### src/rtl/mac_pkg.sv
// ---------------------------------------------------------------------------
// mac_pkg
// Shared types and constants for the POS-L3 packet TX arbitration path.
//   arb_state_e : arbiter FSM states (ARB_IDLE, ARB_XFER)
//   DATA_W      : width of one data beat
//   MOD_W       : width of the byte modulus field
//   NUM_SRC     : number of packet sources feeding the arbiter
//   tx_mod_sel  : modulus presented to the MAC for a given beat
// ---------------------------------------------------------------------------
package mac_pkg;

    typedef enum logic {
        ARB_IDLE = 1'b0,
        ARB_XFER = 1'b1
    } arb_state_e;

    localparam int DATA_W  = 64;
    localparam int MOD_W   = 3;
    localparam int NUM_SRC = 2;

    // Only the last beat of a packet carries a meaningful modulus; every other
    // beat is a full word and is sent with a zero modulus.
    function automatic logic [MOD_W-1:0] tx_mod_sel(input logic             eop,
                                                    input logic [MOD_W-1:0] mod);
        return eop ? mod : '0;
    endfunction

endpackage

### src/rtl/arb_rr2.sv
// ---------------------------------------------------------------------------
// arb_rr2
// Combinational two-way round-robin winner selection.
// Ports:
//   candidates [1:0] in  : sources requesting ownership this cycle
//   rr_ptr           in  : preferred source when both request
//   winner     [1:0] out : one-hot winner, 00 when nobody requests
// ---------------------------------------------------------------------------
module arb_rr2
    import mac_pkg::*;
(
    input  logic [NUM_SRC-1:0] candidates,
    input  logic               rr_ptr,
    output logic [NUM_SRC-1:0] winner
);

    always_comb begin
        winner = candidates;
        // A tie is the only case needing the pointer; single requests win outright.
        if (candidates == 2'b11) begin
            winner = rr_ptr ? 2'b10 : 2'b01;
        end
    end

endmodule

### src/rtl/pkt_tx_arbiter.sv
// ---------------------------------------------------------------------------
// pkt_tx_arbiter
// Arbitrates two packet sources onto a single POS-L3 TX interface toward the
// MAC. Ownership is granted per packet (sop to eop) with round-robin fairness
// on ties, and each accepted beat is forwarded one cycle later.
// Ports:
//   clk_156m25       in  : sole clock, rising edge
//   reset_156m25_n   in  : asynchronous active-low reset
//   src_val/sop/eop  in  : per-source beat controls (bit i = source i)
//   src_mod          in  : per-source modulus, source i on [3i+2:3i]
//   src_data         in  : per-source data, source i on [64i+63:64i]
//   src_rdy          out : per-source ready, beat moves on val & rdy
//   pkt_tx_full      in  : MAC TX FIFO full, stalls the current owner
//   pkt_tx_val/sop/eop/mod/data out : registered POS-L3 TX to the MAC
//   grant            out : one-hot owner of the TX interface
//   pkt_cnt0/1       out : completed packets per source, wraps
//   proto_err        out : per-source one-cycle protocol violation pulse
// ---------------------------------------------------------------------------
module pkt_tx_arbiter
    import mac_pkg::*;
#(
    parameter int CNT_W = 16
)
(
    input  logic                       clk_156m25,
    input  logic                       reset_156m25_n,
    input  logic [NUM_SRC-1:0]         src_val,
    input  logic [NUM_SRC-1:0]         src_sop,
    input  logic [NUM_SRC-1:0]         src_eop,
    input  logic [NUM_SRC*MOD_W-1:0]   src_mod,
    input  logic [NUM_SRC*DATA_W-1:0]  src_data,
    output logic [NUM_SRC-1:0]         src_rdy,
    input  logic                       pkt_tx_full,
    output logic                       pkt_tx_val,
    output logic                       pkt_tx_sop,
    output logic                       pkt_tx_eop,
    output logic [MOD_W-1:0]           pkt_tx_mod,
    output logic [DATA_W-1:0]          pkt_tx_data,
    output logic [NUM_SRC-1:0]         grant,
    output logic [CNT_W-1:0]           pkt_cnt0,
    output logic [CNT_W-1:0]           pkt_cnt1,
    output logic [NUM_SRC-1:0]         proto_err
);

    // -----------------------------------------------------------------------
    // State
    // -----------------------------------------------------------------------
    arb_state_e          state_q;
    logic [NUM_SRC-1:0]  grant_q;
    logic                rr_ptr_q;
    logic                first_q;     // next forwarded beat opens the packet

    logic                tx_val_q;
    logic                tx_sop_q;
    logic                tx_eop_q;
    logic [MOD_W-1:0]    tx_mod_q;
    logic [DATA_W-1:0]   tx_data_q;

    logic [CNT_W-1:0]    cnt0_q, cnt0_d;
    logic [CNT_W-1:0]    cnt1_q, cnt1_d;
    logic [NUM_SRC-1:0]  proto_err_q, proto_err_d;

    // -----------------------------------------------------------------------
    // Arbitration
    // -----------------------------------------------------------------------
    logic [NUM_SRC-1:0]  cand;
    logic [NUM_SRC-1:0]  winner;

    assign cand = src_val & src_sop;

    arb_rr2 u_arb_rr2 (
        .candidates (cand),
        .rr_ptr     (rr_ptr_q),
        .winner     (winner)
    );

    // -----------------------------------------------------------------------
    // Ready / transfer qualification
    // -----------------------------------------------------------------------
    logic [NUM_SRC-1:0]  rdy_raw;
    logic [NUM_SRC-1:0]  xfer;

    always_comb begin
        rdy_raw = '0;
        if (state_q == ARB_IDLE) begin
            // Non-sop beats arriving with no owner are swallowed so a broken
            // source cannot wedge itself; the sop beat waits for its grant.
            rdy_raw = src_val & ~src_sop;
        end else begin
            rdy_raw = grant_q & {NUM_SRC{~pkt_tx_full}};
        end
    end

    // Ready is combinational, so it is gated by reset to read 0 immediately.
    assign src_rdy = rdy_raw & {NUM_SRC{reset_156m25_n}};
    assign xfer    = src_val & src_rdy;

    // Owner beat mux: grant is one-hot, so its upper bit names the owner.
    logic                own_idx;
    logic                beat_sop;
    logic                beat_eop;
    logic [MOD_W-1:0]    beat_mod;
    logic [DATA_W-1:0]   beat_data;
    logic                beat_xfer;
    logic                dup_sop;
    logic                fwd;
    logic                pkt_done;

    assign own_idx   = grant_q[1];
    assign beat_sop  = own_idx ? src_sop[1] : src_sop[0];
    assign beat_eop  = own_idx ? src_eop[1] : src_eop[0];
    assign beat_mod  = own_idx ? src_mod[2*MOD_W-1:MOD_W]    : src_mod[MOD_W-1:0];
    assign beat_data = own_idx ? src_data[2*DATA_W-1:DATA_W] : src_data[DATA_W-1:0];

    assign beat_xfer = (state_q == ARB_XFER) && (|xfer);
    // A second sop inside an owned packet is consumed but never forwarded,
    // so it cannot terminate or restart the packet on the MAC side.
    assign dup_sop   = beat_xfer && beat_sop && !first_q;
    assign fwd       = beat_xfer && !dup_sop;
    assign pkt_done  = fwd && beat_eop;

    always_comb begin
        proto_err_d = '0;
        if (state_q == ARB_IDLE) begin
            proto_err_d = xfer;
        end else if (dup_sop) begin
            proto_err_d = grant_q;
        end
    end

    always_comb begin
        cnt0_d = cnt0_q;
        cnt1_d = cnt1_q;
        if (pkt_done && !own_idx) begin
            cnt0_d = cnt0_q + CNT_W'(1);
        end
        if (pkt_done && own_idx) begin
            cnt1_d = cnt1_q + CNT_W'(1);
        end
    end

    // -----------------------------------------------------------------------
    // Arbiter FSM
    // -----------------------------------------------------------------------
    always_ff @(posedge clk_156m25 or negedge reset_156m25_n) begin
        if (!reset_156m25_n) begin
            state_q  <= ARB_IDLE;
            grant_q  <= '0;
            rr_ptr_q <= 1'b0;
            first_q  <= 1'b1;
        end else begin
            case (state_q)
                ARB_IDLE: begin
                    if (|cand) begin
                        state_q <= ARB_XFER;
                        grant_q <= winner;
                        first_q <= 1'b1;
                    end
                end
                ARB_XFER: begin
                    if (fwd) begin
                        first_q <= 1'b0;
                    end
                    if (pkt_done) begin
                        state_q  <= ARB_IDLE;
                        grant_q  <= '0;
                        rr_ptr_q <= ~own_idx;
                    end
                end
                default: begin
                    state_q <= ARB_IDLE;
                    grant_q <= '0;
                end
            endcase
        end
    end

    // -----------------------------------------------------------------------
    // TX output register, counters, error pulses
    // -----------------------------------------------------------------------
    always_ff @(posedge clk_156m25 or negedge reset_156m25_n) begin
        if (!reset_156m25_n) begin
            tx_val_q    <= 1'b0;
            tx_sop_q    <= 1'b0;
            tx_eop_q    <= 1'b0;
            tx_mod_q    <= '0;
            tx_data_q   <= '0;
            cnt0_q      <= '0;
            cnt1_q      <= '0;
            proto_err_q <= '0;
        end else begin
            tx_val_q    <= fwd;
            tx_sop_q    <= fwd && first_q;
            tx_eop_q    <= fwd && beat_eop;
            // Data and modulus hold between beats; only controls drop to 0.
            if (fwd) begin
                tx_mod_q  <= tx_mod_sel(beat_eop, beat_mod);
                tx_data_q <= beat_data;
            end
            cnt0_q      <= cnt0_d;
            cnt1_q      <= cnt1_d;
            proto_err_q <= proto_err_d;
        end
    end

    assign pkt_tx_val  = tx_val_q;
    assign pkt_tx_sop  = tx_sop_q;
    assign pkt_tx_eop  = tx_eop_q;
    assign pkt_tx_mod  = tx_mod_q;
    assign pkt_tx_data = tx_data_q;
    assign grant       = grant_q;
    assign pkt_cnt0    = cnt0_q;
    assign pkt_cnt1    = cnt1_q;
    assign proto_err   = proto_err_q;

endmodule

### config.mk
export PLATFORM = sky130hd
export DESIGN_NAME = pkt_tx_arbiter
export DESIGN_NICKNAME = d
export VERILOG_FILES = /design/src/rtl/mac_pkg.sv /design/src/rtl/arb_rr2.sv /design/src/rtl/pkt_tx_arbiter.sv
export SDC_FILE = /design/constraint.sdc
export NUM_CORES = 1
export LEC_CHECK = 0
export ABC_AREA = 1
export CAP_MARGIN = 20
export CELL_PAD_IN_SITES_DETAIL_PLACEMENT = 1
export CELL_PAD_IN_SITES_GLOBAL_PLACEMENT = 1
export CORE_ASPECT_RATIO = 0.8
export CORE_MARGIN = 2
export CORE_UTILIZATION = 31
export CTS_BUF_LIST = sky130_fd_sc_hd__clkbuf_8
export DETAILED_ROUTE_END_ITERATION = 6
export GPL_ROUTABILITY_DRIVEN = 0
export GPL_TIMING_DRIVEN = 1
export PLACE_DENSITY = 0.93
export SYNTH_ARGS = -nofsm -noshare
export SYNTH_HDL_FRONTEND = slang
export SYNTH_HIERARCHICAL = 1
export SYNTH_SLANG_ARGS = --single-unit
### constraint.sdc
create_clock -name clk_156m25 -period 2 [get_ports clk_156m25]
set_input_delay 0.6 -clock clk_156m25 [delete_from_list [all_inputs] [get_ports clk_156m25]]
set_output_delay 0.6 -clock clk_156m25 [all_outputs]
set_load 0.005 [all_outputs]
==> impl_metrics.py <==
metrics = {
    "clocking": {
        "cts_made_buffers": 9,
        "postCtsHoldBufs": 0,
        "cts_root_buf": "clkbuf_8",
        "clk_pin_slew_ps": 110,
        "clockBufferDepth": 2,
        "cts.sinks": 109,
        "cts_tree": "yes",
        "htreeDepth": 3,
        "insertion_delay_ps": 380,
    },
    "yosys": {
        "ys_types": 24,
        "syn_area_per_cell_um2": 9.02,
        "ys_warn_count": 6,
        "syn-num-nets": 747,
        "netlist_instances": 602,
        "synth_seq_cells": 109,
        "synthesis.area_mm2": 0.00543,
        "ys_seq_area_share_pct": 50.2,
    },
    "drt": {
        "drc": 0,
        "post_drt_wl_per_cell_um": 16.2,
        "drt_iter0_drc": 193,
        "vias": 5269,
        "wirelength_um": 18200,
        "routed_via_density": 4.68,
        "drt_pass1_iterations": 6,
        "ant_nets": 0,
    },
    "power": {
        "vdd_ir_drop_max_mv": 0.416,
        "total_power_mw": 8.08,
        "leakage_nw": 3.78,
        "power_density_mw_per_mm2": 924,
    },
    "floorplan": {
        "coreArea_mm2": 0.0173,
        "die_x_um": 152,
        "start_util_pct": 31.4,
        "die_area_mm2": 0.0186,
        "io_pins": 251,
        "row_count": 43,
        "die_h_um": 122,
    },
    "cells_and_area": {
        "area_growth_pct": 60.9,
        "utilization_pct": 50.6,
        "final_common_cell": "clkdlybuf4s50_1",
        "drive_gt1_share_pct": 11.8,
        "fillers": 1994,
        "nets": 1039,
        "multiInputGateArea_mm2": 0.00239,
        "final_cell_mix": "clkdlybuf4s50_1 (240), nand2_1 (192), dfrtp_1 (92)",
        "register_area_mm2": 0.00275,
        "final_area_mm2": 0.00874,
    },
    "worst_setup_path": {
        "crit_type": "input pin to primary output",
        "crit_required_ps": 1400,
        "endpoint_kind": "primary output",
        "critPathLaunchType": "input pin",
        "cp_max_fo": 2,
        "arrival_ps": 1330,
    },
    "sta": {
        "fmax_ghz": 0.517,
        "skew_ps": 10.9,
        "setup_tns_ps": 0,
        "maxSlewViolCount": 0,
        "worst_slew_pin_slew_ps": 979,
        "slew-limit-headroom_pct": 34.7,
        "min_period_ps": 1930,
        "period_share_pct": 96.7,
        "finalSetupViolCount": 0,
        "hold_violations": 0,
    },
    "placed_design": {
        "place_area_mm2": 0.00829,
        "io_buffer_count": 250,
        "hpwl_um": 13800,
    },
    "grt": {
        "track_usage_pct": 19.5,
        "grt_overflow_total": 0,
        "grt_pass1_vias": 5555,
        "grt_start_max_net_pins": 76,
        "antenna_found_initial": 1,
        "grt_pass1_wl_um": 28800,
    },
    "run_status": {
        "outcome": "finished, final reports clean",
    },
    "job": {
        "max-cap-violations": 0,
    },
    "min_path": {
        "hp-class": "input pin to asynchronous set/reset pin",
    },
}
## power breakdown
group          internal (mW)  switching (mW)
clock network          0.600           0.819
logic                   2.01            1.32
registers               2.91           0.418
## path summary, 6_finish.rpt
check	depth (start not counted)	from	endpoint	slack (ps)
setup / recovery	5	pkt_tx_full	src_rdy[0]	70
hold / removal	3	reset_156m25_n	pkt_cnt0[9]	380
setup reg to reg	10	state_q	pkt_tx_mod[1]	130
hold reg to reg	2	pkt_tx_data[28]	pkt_tx_data[28]	500
max in group asynchronous	3	reset_156m25_n	grant[1]	700
min in group clk_156m25	2	pkt_tx_data[28]	pkt_tx_data[28]	500
## worst max-delay path, cell delays in order
cell,delay [ps]
dlygate4sd2_1,270
clkinv_1,70
nand3_1,110
a21oi_2,160
buf_2,130
## cells in the mapped netlist (all sizes together)
master  instances  area share [%]
nor3            5            0.46
clkbuf          5            0.35
dfrtp         108              50
nand2         193              13
o21ai          80             7.4
nand3b          1            0.14
dfstp           1            0.48
ha              2            0.46
xnor2          17             2.7
inv            31             2.1
clkinv          1           0.069
xor2           11             1.8
nand3          23             2.3
a21oi           3            0.28
nor2           22             1.5
nand4           8             1.0
buf            24             3.3
mux2i          67              12
## flip-flops by register name, summed over array words and instances, names as in the netlist, 2 cells and up
signal       count
grant            2
pkt_cnt0        16
pkt_cnt1        16
pkt_tx_data     64
pkt_tx_mod       3
proto_err        2
## stage by stage
step / hold slack (ps) / worst slack, ps / cells
final: 385 / 66.8 / 1125
after floorplan: 304 / 393 / 602
after CTS: 374 / -64.3 / 1104
after detailed placement: 480 / -522 / 1079
after global routing: 385 / -13.8 / 1125
after global placement: 470 / -551 / 1079
## kinds of logic (layout without fill, tap and decap cells)
logic type               after synthesis  count (layout)  share of synthesized area (%)
multiplexers                          67              67                           12.3
AO/OA/AOI/OAI                         83              83                           7.65
buffers and inverters                 61             358                           5.90
adder cells (fa/ha/maj)                2               2                          0.461
XOR/XNOR                              28              28                           4.51
other                                  0               1                              0
flip-flops                           109             109                           50.2
AND/OR/NAND/NOR                      252             252                           18.9
## routing by layer
layer / vias up / global-route usage (%) / part of all wire (%)
li1: 2555 / - / -
met5: - / 0 / 0
met1: 2515 / 22.8 / 41
met4: 0 / 6.48 / 2.3
met2: 172 / 34.8 / 50
met3: 27 / 5.65 / 6.3
## cell type report
cell class	count	share of cell area, %
timing repair buffer	310	34.2
sequential	109	31.5
inverter	32	1.40
clock buffer	9	1.42
multi-input combinational	432	27.4
antenna	1	0.0286
clock inverter	7	0.917
tap	225	3.22
## what timing repair did
item | 4_1_cts | 5_1_grt
setup endpoints to repair | 37 | 39
resized for setup | 26 | 10
buffers inserted | 9 | 20
pin swaps | 3 | 4
Note: power is estimated with default switching activity, not from simulation.
